File: src/rtl/snake_pkg.sv
`default_nettype none
// ============================================================================
// Module      : snake_pkg
// Description : Shared screen geometry, colours, segment word layout and
//               render FSM state encoding for the snake renderer.
// Revision    : 1.0 - initial release
// ============================================================================
package snake_pkg;

    localparam int SCREEN_W = 160;
    localparam int SCREEN_H = 120;
    localparam int MAX_LEN  = 2047;

    localparam int LEN_W = 11;
    localparam int SEG_W = 17;
    localparam int X_W   = 8;
    localparam int Y_W   = 7;
    localparam int COL_W = 3;

    localparam logic [COL_W-1:0] HEAD_COLOUR = 3'b010;
    localparam logic [COL_W-1:0] BODY_COLOUR = 3'b110;
    localparam logic [COL_W-1:0] BG_COLOUR   = 3'b000;

    localparam int TYPE_HI = 16;
    localparam int TYPE_LO = 15;
    localparam int X_HI    = 14;
    localparam int X_LO    = 7;
    localparam int Y_HI    = 6;
    localparam int Y_LO    = 0;

    localparam logic [1:0] SEG_BODY = 2'b00;
    localparam logic [1:0] SEG_HEAD = 2'b01;

    typedef enum logic [2:0] {
        ST_CLEAR   = 3'd0,
        ST_IDLE    = 3'd1,
        ST_ERASE   = 3'd2,
        ST_REQ     = 3'd3,
        ST_RD_WAIT = 3'd4,
        ST_PLOT    = 3'd5,
        ST_FINISH  = 3'd6
    } state_e;

    function automatic logic [LEN_W-1:0] clamp_len(input logic [LEN_W-1:0] l);
        if (int'(l) > MAX_LEN) return LEN_W'(MAX_LEN);
        return l;
    endfunction

endpackage
`default_nettype wire

File: src/rtl/snake_renderer_if.sv
`default_nettype none
// ============================================================================
// Module      : snake_renderer_if
// Description : Control, segment-RAM read port and VGA-adapter write bus of
//               the snake renderer.
// Revision    : 1.0 - initial release
// ============================================================================
interface snake_renderer_if;
    import snake_pkg::*;

    logic             start;
    logic [LEN_W-1:0] length;
    logic             ram_gnt;
    logic [SEG_W-1:0] ram_q;
    logic             ram_req;
    logic [LEN_W-1:0] ram_addr;
    logic [X_W-1:0]   vga_x;
    logic [Y_W-1:0]   vga_y;
    logic [COL_W-1:0] vga_colour;
    logic             vga_plot;
    logic             busy;
    logic             done;
    logic             oob;

    modport master (
        input  start, length, ram_gnt, ram_q,
        output ram_req, ram_addr, vga_x, vga_y, vga_colour, vga_plot, busy, done, oob
    );

    modport slave (
        output start, length, ram_gnt, ram_q,
        input  ram_req, ram_addr, vga_x, vga_y, vga_colour, vga_plot, busy, done, oob
    );

endinterface
`default_nettype wire

File: src/rtl/snake_renderer_screen_sweep.sv
`default_nettype none
// ============================================================================
// Module      : screen_sweep
// Description : Full-screen raster counter, x fastest, with a last-pixel flag.
// Revision    : 1.0 - initial release
// ============================================================================
module screen_sweep
    import snake_pkg::*;
(
    input  logic           clk,
    input  logic           reset_n,
    input  logic           en_i,
    output logic [X_W-1:0] x_o,
    output logic [Y_W-1:0] y_o,
    output logic           last_o
);

    logic [X_W-1:0] x_q;
    logic [Y_W-1:0] y_q;
    logic           x_end;

    assign x_end  = (x_q == X_W'(SCREEN_W - 1));
    assign last_o = x_end && (y_q == Y_W'(SCREEN_H - 1));
    assign x_o    = x_q;
    assign y_o    = y_q;

    always_ff @(posedge clk) begin
        if (!reset_n) begin
            x_q <= '0;
            y_q <= '0;
        end else if (en_i) begin
            x_q <= x_end  ? '0 : x_q + 1'b1;
            if (x_end) begin
                y_q <= last_o ? '0 : y_q + 1'b1;
            end
        end
    end

endmodule
`default_nettype wire

File: src/rtl/snake_renderer.sv
`default_nettype none
// ============================================================================
// Module      : snake_renderer
// Description : Reads snake segments from the shared RAM and turns them into
//               VGA-adapter pixel writes; clears the screen after reset.
// Revision    : 1.0 - initial release
// ============================================================================
module snake_renderer
    import snake_pkg::*;
(
    input  logic             clk,
    input  logic             reset_n,
    snake_renderer_if.master bus
);

    state_e           state_q, state_d;
    logic [LEN_W-1:0] idx_q, idx_d, len_q, len_d;
    logic [X_W-1:0]   tx_q, tx_d, vga_x_q, vga_x_d;
    logic [Y_W-1:0]   ty_q, ty_d, vga_y_q, vga_y_d;
    logic [COL_W-1:0] vga_col_q, vga_col_d;
    logic             tail_valid_q, tail_valid_d;
    logic             oob_q, oob_d, plot_q, plot_d;
    logic             busy_q, busy_d, done_q, done_d;

    logic             sweep_en, sweep_last;
    logic [X_W-1:0]   sweep_x;
    logic [Y_W-1:0]   sweep_y;

    logic [1:0]       seg_type;
    logic [X_W-1:0]   seg_x;
    logic [Y_W-1:0]   seg_y;
    logic             seg_onscreen, seg_drawable, seg_last;

    screen_sweep u_sweep (
        .clk     (clk),
        .reset_n (reset_n),
        .en_i    (sweep_en),
        .x_o     (sweep_x),
        .y_o     (sweep_y),
        .last_o  (sweep_last)
    );

    assign seg_type     = bus.ram_q[TYPE_HI:TYPE_LO];
    assign seg_x        = bus.ram_q[X_HI:X_LO];
    assign seg_y        = bus.ram_q[Y_HI:Y_LO];
    assign seg_onscreen = (seg_x < X_W'(SCREEN_W)) && (seg_y < Y_W'(SCREEN_H));
    assign seg_drawable = !seg_type[1] && seg_onscreen;
    // Only reached in PLOT, where len_q is known to be non-zero.
    assign seg_last     = (idx_q == len_q - 1'b1);

    always_comb begin
        state_d      = state_q;
        idx_d        = idx_q;
        len_d        = len_q;
        tx_d         = tx_q;
        ty_d         = ty_q;
        tail_valid_d = tail_valid_q;
        oob_d        = oob_q;
        plot_d       = 1'b0;
        vga_x_d      = vga_x_q;
        vga_y_d      = vga_y_q;
        vga_col_d    = vga_col_q;
        sweep_en     = 1'b0;
        case (state_q)
            ST_CLEAR: begin
                sweep_en  = 1'b1;
                plot_d    = 1'b1;
                vga_x_d   = sweep_x;
                vga_y_d   = sweep_y;
                vga_col_d = BG_COLOUR;
                if (sweep_last) state_d = ST_IDLE;
            end
            ST_IDLE: begin
                if (bus.start) begin
                    len_d   = clamp_len(bus.length);
                    idx_d   = '0;
                    oob_d   = 1'b0;
                    state_d = ST_ERASE;
                end
            end
            ST_ERASE: begin
                plot_d    = tail_valid_q;
                vga_x_d   = tx_q;
                vga_y_d   = ty_q;
                vga_col_d = BG_COLOUR;
                state_d   = ST_REQ;
            end
            ST_REQ: begin
                if (len_q == '0)     state_d = ST_FINISH;
                else if (bus.ram_gnt) state_d = ST_RD_WAIT;
            end
            ST_RD_WAIT: state_d = ST_PLOT;
            ST_PLOT: begin
                plot_d    = seg_drawable;
                vga_x_d   = seg_x;
                vga_y_d   = seg_y;
                vga_col_d = (seg_type == SEG_HEAD) ? HEAD_COLOUR : BODY_COLOUR;
                if (!seg_onscreen) oob_d = 1'b1;
                if (seg_last) begin
                    tx_d         = seg_x;
                    ty_d         = seg_y;
                    tail_valid_d = seg_drawable;
                    state_d      = ST_FINISH;
                end else begin
                    idx_d   = idx_q + 1'b1;
                    state_d = ST_RD_WAIT;
                end
            end
            ST_FINISH: state_d = ST_IDLE;
            default:   state_d = ST_CLEAR;
        endcase
        // busy stays up through the cycle that shows the final clear pixel.
        busy_d = ((state_d != ST_IDLE) && (state_d != ST_FINISH)) || (state_q == ST_CLEAR);
        done_d = (state_d == ST_FINISH);
    end

    always_ff @(posedge clk) begin
        if (!reset_n) begin
            state_q      <= ST_CLEAR;
            idx_q        <= '0;
            len_q        <= '0;
            tx_q         <= '0;
            ty_q         <= '0;
            tail_valid_q <= 1'b0;
            oob_q        <= 1'b0;
            plot_q       <= 1'b0;
            vga_x_q      <= '0;
            vga_y_q      <= '0;
            vga_col_q    <= '0;
            busy_q       <= 1'b1;
            done_q       <= 1'b0;
        end else begin
            state_q      <= state_d;
            idx_q        <= idx_d;
            len_q        <= len_d;
            tx_q         <= tx_d;
            ty_q         <= ty_d;
            tail_valid_q <= tail_valid_d;
            oob_q        <= oob_d;
            plot_q       <= plot_d;
            vga_x_q      <= vga_x_d;
            vga_y_q      <= vga_y_d;
            vga_col_q    <= vga_col_d;
            busy_q       <= busy_d;
            done_q       <= done_d;
        end
    end

    assign bus.ram_req    = ((state_q == ST_REQ) && (len_q != '0)) ||
                            (state_q == ST_RD_WAIT) || (state_q == ST_PLOT);
    assign bus.ram_addr   = idx_q;
    assign bus.vga_x      = vga_x_q;
    assign bus.vga_y      = vga_y_q;
    assign bus.vga_colour = vga_col_q;
    assign bus.vga_plot   = plot_q;
    assign bus.busy       = busy_q;
    assign bus.done       = done_q;
    assign bus.oob        = oob_q;

endmodule
`default_nettype wire

File: src/flat_wrapper.sv
// flat-port wrapper written by rule: the top's interface ports become plain ports
module snake_renderer_flat import snake_pkg::*;
  (clk, reset_n, bus_start, bus_length, bus_ram_gnt, bus_ram_q, bus_ram_req, bus_ram_addr, bus_vga_x, bus_vga_y, bus_vga_colour, bus_vga_plot, bus_busy, bus_done, bus_oob);
  snake_renderer_if bus_i ();
  input  logic clk;
  input  logic reset_n;
  input wire logic [$bits(bus_i.start)-1:0] bus_start;
  input wire logic [$bits(bus_i.length)-1:0] bus_length;
  input wire logic [$bits(bus_i.ram_gnt)-1:0] bus_ram_gnt;
  input wire logic [$bits(bus_i.ram_q)-1:0] bus_ram_q;
  output wire logic [$bits(bus_i.ram_req)-1:0] bus_ram_req;
  output wire logic [$bits(bus_i.ram_addr)-1:0] bus_ram_addr;
  output wire logic [$bits(bus_i.vga_x)-1:0] bus_vga_x;
  output wire logic [$bits(bus_i.vga_y)-1:0] bus_vga_y;
  output wire logic [$bits(bus_i.vga_colour)-1:0] bus_vga_colour;
  output wire logic [$bits(bus_i.vga_plot)-1:0] bus_vga_plot;
  output wire logic [$bits(bus_i.busy)-1:0] bus_busy;
  output wire logic [$bits(bus_i.done)-1:0] bus_done;
  output wire logic [$bits(bus_i.oob)-1:0] bus_oob;
  assign bus_i.start = bus_start;
  assign bus_i.length = bus_length;
  assign bus_i.ram_gnt = bus_ram_gnt;
  assign bus_i.ram_q = bus_ram_q;
  assign bus_ram_req = bus_i.ram_req;
  assign bus_ram_addr = bus_i.ram_addr;
  assign bus_vga_x = bus_i.vga_x;
  assign bus_vga_y = bus_i.vga_y;
  assign bus_vga_colour = bus_i.vga_colour;
  assign bus_vga_plot = bus_i.vga_plot;
  assign bus_busy = bus_i.busy;
  assign bus_done = bus_i.done;
  assign bus_oob = bus_i.oob;
  snake_renderer u_core (.clk(clk), .reset_n(reset_n), .bus(bus_i));
endmodule
File: config.mk
export PLATFORM = sky130hd
export DESIGN_NAME = snake_renderer_flat
export DESIGN_NICKNAME = d
export VERILOG_FILES = /design/src/rtl/snake_pkg.sv /design/src/rtl/snake_renderer_if.sv /design/src/rtl/snake_renderer_screen_sweep.sv /design/src/rtl/snake_renderer.sv /design/src/flat_wrapper.sv
export SDC_FILE = /design/constraint.sdc
export NUM_CORES = 1
export LEC_CHECK = 0
export CAP_MARGIN = 0
export CORE_UTILIZATION = 48
export DETAILED_ROUTE_END_ITERATION = 10
export DONT_BUFFER_PORTS = 1
export PLACE_DENSITY = 0.68
export SYNTH_ARGS = -nofsm -noshare
export SYNTH_HDL_FRONTEND = slang
export SYNTH_SLANG_ARGS = --single-unit
export TNS_END_PERCENT = 20
File: constraint.sdc
create_clock -name clk -period 3 [get_ports clk]
set_input_delay 0.75 -clock clk [delete_from_list [all_inputs] [get_ports clk]]
set_output_delay 0.75 -clock clk [all_outputs]
set_load 0.02 [all_outputs]
* Yosys cells after proc, flatten, opt, wreduce, memory -nomap -nowiden *
Cells that the tools add are included.
Widths: inputs -> output; s select.

cells by class
  reductions and logical operators = 21
  muxes and demuxes = 20
  add/sub/neg operators = 4
  $lt $le $gt $ge = 2
  equal/unequal tests = 16

operators with widths
  kind                   count
  $pmux 8 s3             1
  $mux 11                2
  $pmux 11 s2            1
  $pmux 3 s7             1
  $pmux 7 s3             1
  $mux 3                 5
  $eq 3x3->1 const B     4
  $add 11x1->11 const B  1
  $eq 11x11->1           1
  $logic_not 11->1       1
  $reduce_bool 11->1     1
  $sub 11x1->11 const B  1
  $add 8x1->8 const B    1
  $eq 8x8->1 const B     1
  $lt 8x8->1 const B     1
  $mux 8                 1
  $add 7x1->7 const B    1
  $eq 7x7->1 const B     1
  $lt 7x7->1 const B     1
  $mux 7                 1
  $eq 3x2->1 const B     2
  $ne 2x2->1 const B     3
  $pmux 3 s2             1
  $reduce_and 2->1       3
  16 further kinds       26

word-level totals
  output and inout port bits = 34
  flip-flop bits (word level) = 78
  input port bits = 32
  word-level logic and storage cells = 78

* Logic depth before layout (Yosys ltp) *
Gate-level depths: netlist (run 1).

  word-level depth = 7
  depth in mapped cells = 11
  mapped depth without buffers = 9

* Cells and area by module *
Synthesis (run 1) repeated with hierarchy kept, for this count alone.

second synthesis, totals
  cells, all modules = 433
  area, all modules = 3814.9 um^2

by module, submodules not included
  module          cells an instance  instances  area an instance (um^2)
  snake_renderer  349                1          3067.9
  screen_sweep    84                 1          747.0

* Worst setup path before layout (run 1) *
OpenSTA, ideal clock, no wires.

  path type = register to output
  start = register u_core.len_q[0]
  end = output bus_ram_req
  arrival = 1.501 ns
  setup slack = 0.749 ns
  buffers on the path = 0
  stages on the path, launching flop included = 6
  data required time = 2.250 ns
  cells stage by stage = dfxtp_1 inv_1 ha_1 or3b_1 o31ai_1 o21ai_0

on the way
  longest elaborated chain between the ends = 4

ends and longest elaborated chain
  what                      line                   source
  start: declaration        snake_renderer.sv:17   logic [LEN_W-1:0] idx_q, idx_d, len_q, len_d;
  start signal: assignment  snake_renderer.sv:135  len_q <= len_d;
  $reduce_bool 11->1        snake_renderer.sv:149  assign bus.ram_req = ((state_q == ST_REQ) && (len_q != '0)) ||
  $logic_and 1x1->1         snake_renderer.sv:149
  $logic_or 1x1->1          snake_renderer.sv:149
  $logic_or 1x1->1          snake_renderer.sv:150  (state_q == ST_RD_WAIT) || (state_q == ST_PLOT);
  end: declaration          flat_wrapper.sv:11     output wire logic [$bits(bus_i.ram_req)-1:0] bus_ram_req;

Every way passes these cells.

* Final worst setup path (run 1) *
Same ends and word-level chain as after synthesis.

==> out/metrics.csv, run 1 <==
stage,metric,value,unit
sta,fin_hold_ws,0.5152,ns
synthesis,synth_top_family_by_area,simple AND/OR/NAND/NOR gates,
cts,clk_latency,0.36,ns
synthesis,ys_top_cells_by_area,"dfxtp_1, nand2_1, mux2i_1, xnor2_1, a21oi_1",
sta,tightestPinTransition,0.5455,ns
cts,cts_tree,done,
place,dp_slack,0.2660,ns
cts,htreeDepth,3,
global_route,grt_pass1_wl,15.25,mm
power,ir_drop,0.3109,mV
floorplanning,initial_core_util,49.95,%
synthesis,yosysSeqAreaShare,39.73,%
worst_setup_path,cp-end-kind,output pin,
worst_setup_path,critical_path_required,2.25,ns
worst_setup_path,path_max_fanout,11,
synthesis,synthTopCellsByCount,"dfxtp_1, nand2_1, nor2_1",
global_route,grt_pass1_vias,3062,
synthesis,yosysWarningCount,0,
place,place_hpwl,6.415,mm
floorplanning,dieArea,8447,um^2
drt,ant_nets,0,
global_route,grt_max_degree,64,
cts,cts_root_buffer,clkbuf_8,
drt,dr.pass1.iters,4,
cts,clk_pin_slew,0.08,ns
synthesis,synth_top_area_share,39.73,%
power,p_per_area,467.6,nW/um^2
layout,fin_nets,486,
drt,wl_per_cell,16.67,um
sta,finalWorstSetupSlack,0.1957,ns
drt,post-route-drc-count,0,
synthesis,post_synth_num_cell_types,57,
floorplanning,num_rows,32,
synthesis,synthMuxAreaShare,5.418,%
global_route,grt_usage,22.96,%
global_route,grt.overflow.total,0,
sta,final_max_slew_viol_count,0,
synthesis,ys_ff_latch,77,
synthesis,avgSynthCellArea,8.509,um^2
flow_run,drv_cap,0,
drt,viasPerCell,5.894,
cts,cts_max_path_buffers,2,
sta,rsz0062_at_grt,false,
synthesis,yosysTopAreaCell,dfxtp_1,
sta,period_share,93.48,%
cts,post_cts_buffers,0,
synthesis,synth_most_common_cell,dfxtp_1,
worst_setup_path,critPathLaunchType,register,
floorplanning,die_w,91.91,um
layout,diodes,0,
floorplanning,core-area,7767,um^2
sta,final.min_clock_period,2.804,ns
sta,setup-violations-final,0,
place,placement.cell_area,3968,um^2
sta,finClkSkew,0.01236,ns
floorplanning,fp.dieH,91.91,um
floorplanning,io_pins,66,
synthesis,synth_fa_ha_area_share,1.290,%
layout,instances_no_fill,557,
synthesis,async_flop_share,0,%
drt,totalWireLength,9.284,mm
worst_setup_path,arrival,2.05,ns
place,io_buffers,0,
synthesis,synthCells,456,
worst_setup_path,crit_type,reg2out,
synthesis,synth-xor-area-share,6.095,%
cts,holdBufCountCts,0,
layout,nFillCells,747,
drt,drt_iter0_drc,150,
sta,tns,0,ns
sta,max_freq,356.6,MHz
place,gp_congestion,0.7778,
synthesis,synth_fp_nets,492,
drt,vias,3283,
cts,cts_sinks,77,
cts,cts_buffers,9,
layout,stdcell_area,4195,um^2
power,leakage,1.619,nW
global_route,antenna_found_initial,0,
synthesis,yosys.area_share.simple,24.48,%
worst_hold_path,hp-class,reg2reg,
place,placedCellCount,541,
outcome,status,finished clean,
sta,hold_viol_final,0,
synthesis,synth_flop_cell,dfxtp_1,
sta,relSlewSlack,63.39,%
layout,drive_above_1_share,9.670,%
synthesis,synth-compound-area-share,18.38,%
synthesis,netlist_area,3880,um^2
synthesis,synth_edf_count,0,
layout,area.growth.synth_to_final,8.126,%
[registers in the layout, indices dropped and copies added (netlist names)]
| name | count |
|---|---|
| u_core.tx_q | 8 |
| u_core.bus.done | 1 |
| u_core.bus.oob | 1 |
| u_core.bus.vga_plot | 1 |
| u_core.bus.vga_colour | 2 |
| u_core.tail_valid_q | 1 |
| u_core.bus.ram_addr | 11 |
| u_core.u_sweep.y_o | 7 |
| u_core.u_sweep.x_o | 8 |
| u_core.ty_q | 7 |
| u_core.bus.busy | 1 |
| u_core.state_q | 3 |
| u_core.len_q | 11 |
| u_core.bus.vga_x | 8 |
| u_core.bus.vga_y | 7 |
[cell type report]
cell class	instances	area, um^2	share of cell area [%]
clock buffer	9	123.9	2.953
timing repair buffer	13	97.59	2.326
sequential	77	1541	36.74
multi-input combinational	339	2171	51.74
inverter	10	37.54	0.8947
clock inverter	7	96.34	2.296
tap	102	127.6	3.042
[final timing paths]
check	from	to	slack, ns	cells after the start
max reg2reg	u_core.len_q[0]$_SDFFE_PN0P_	u_core.tx_q[5]$_SDFFE_PN0P_	0.32	10
min	u_core.u_sweep.y_o[6]$_SDFFE_PN0P_	u_core.u_sweep.y_o[6]$_SDFFE_PN0P_	0.52	2
max	u_core.len_q[0]$_SDFFE_PN0P_	bus_ram_req	0.20	5
min reg2reg	u_core.u_sweep.y_o[6]$_SDFFE_PN0P_	u_core.u_sweep.y_o[6]$_SDFFE_PN0P_	0.52	2
[critical path, stage by stage (launching register included)]
cell and delay (ns):
dfxtp_1 0.37, inv_1 0.09, ha_2 0.28, or3b_1 0.45
o31ai_2 0.28, o21ai_1 0.23
[stage by stage]
step | util [%] | total power, mW
final | 54.01 | 1.962
after global routing | 54.01 | 2.023
after CTS | 53.91 | 1.976
after detailed placement | 51.08 | 1.099
after global placement | 51.08 | 1.098
after floorplan | - | 1.101
[kinds of logic (layout without fill, tap and decap cells)]
kind of cell,after synthesis,in the layout
AOI/OAI and AO/OA,106,106
xor gates and xnor gates,27,27
adders and majority gates,4,4
buffers and inverters,40,39
DFF,77,77
muxes,21,21
other,1,1
and+or+nand+nor,180,180
[layer usage]
metal,global-route usage [%],up-vias,part of all wire [%],routed length (um)
met5,0,-,0,0
met4,9.115,0,1.5,142
met3,5.721,15,6.8,633
met2,34.70,106,44,4127
met1,31.27,1552,47,4380
li1,-,1610,-,-
[report_power, final]
group	internal, mW	switching [mW]	total (mW)
Sequential	1.03	0.0104	1.04
Combinational	0.0194	0.0170	0.0364
Clock	0.473	0.414	0.887
Total	1.52	0.442	1.96
[layout by cell type, fill, tap and decap left out, types with 3 or more instances in the layout]
cell type   n
nor2b_1    22
inv_1      10
xor2_1      9
ha_1        3
nand3b_1    5
a31oi_1     5
and3_1      4
nor2_1     33
a21boi_0   13
nand2_1    57
o221ai_1   15
o22ai_1    15
dfxtp_1    77
buf_4      13
o21ai_0     7
xnor2_1    18
nand4_1    14
nand2b_1    4
and2_1      9
nor3_1      8
mux2i_1    21
a21oi_1    29
nand3_1     7
clkbuf_8    9
o21ai_1     3
a31o_2      3
[timing repair]
item	CTS	global route
pin swaps	0	0
endpoints found under the setup margin	1	1
gates resized for setup	1	2
No activity file was read; power rests on OpenSTA's default activity.
==> inputs of run 2 (changes only) <==
--- a/config.mk
+++ b/config.mk
@@ -7,6 +7,7 @@
 export LEC_CHECK = 0
 export CAP_MARGIN = 0
 export CORE_UTILIZATION = 48
+export CTS_CLUSTER_SIZE = 12
 export DETAILED_ROUTE_END_ITERATION = 10
 export DONT_BUFFER_PORTS = 1
 export PLACE_DENSITY = 0.68
==> results of run 2 <==
Final layout, timing and power as in run 1 (identical DEF).
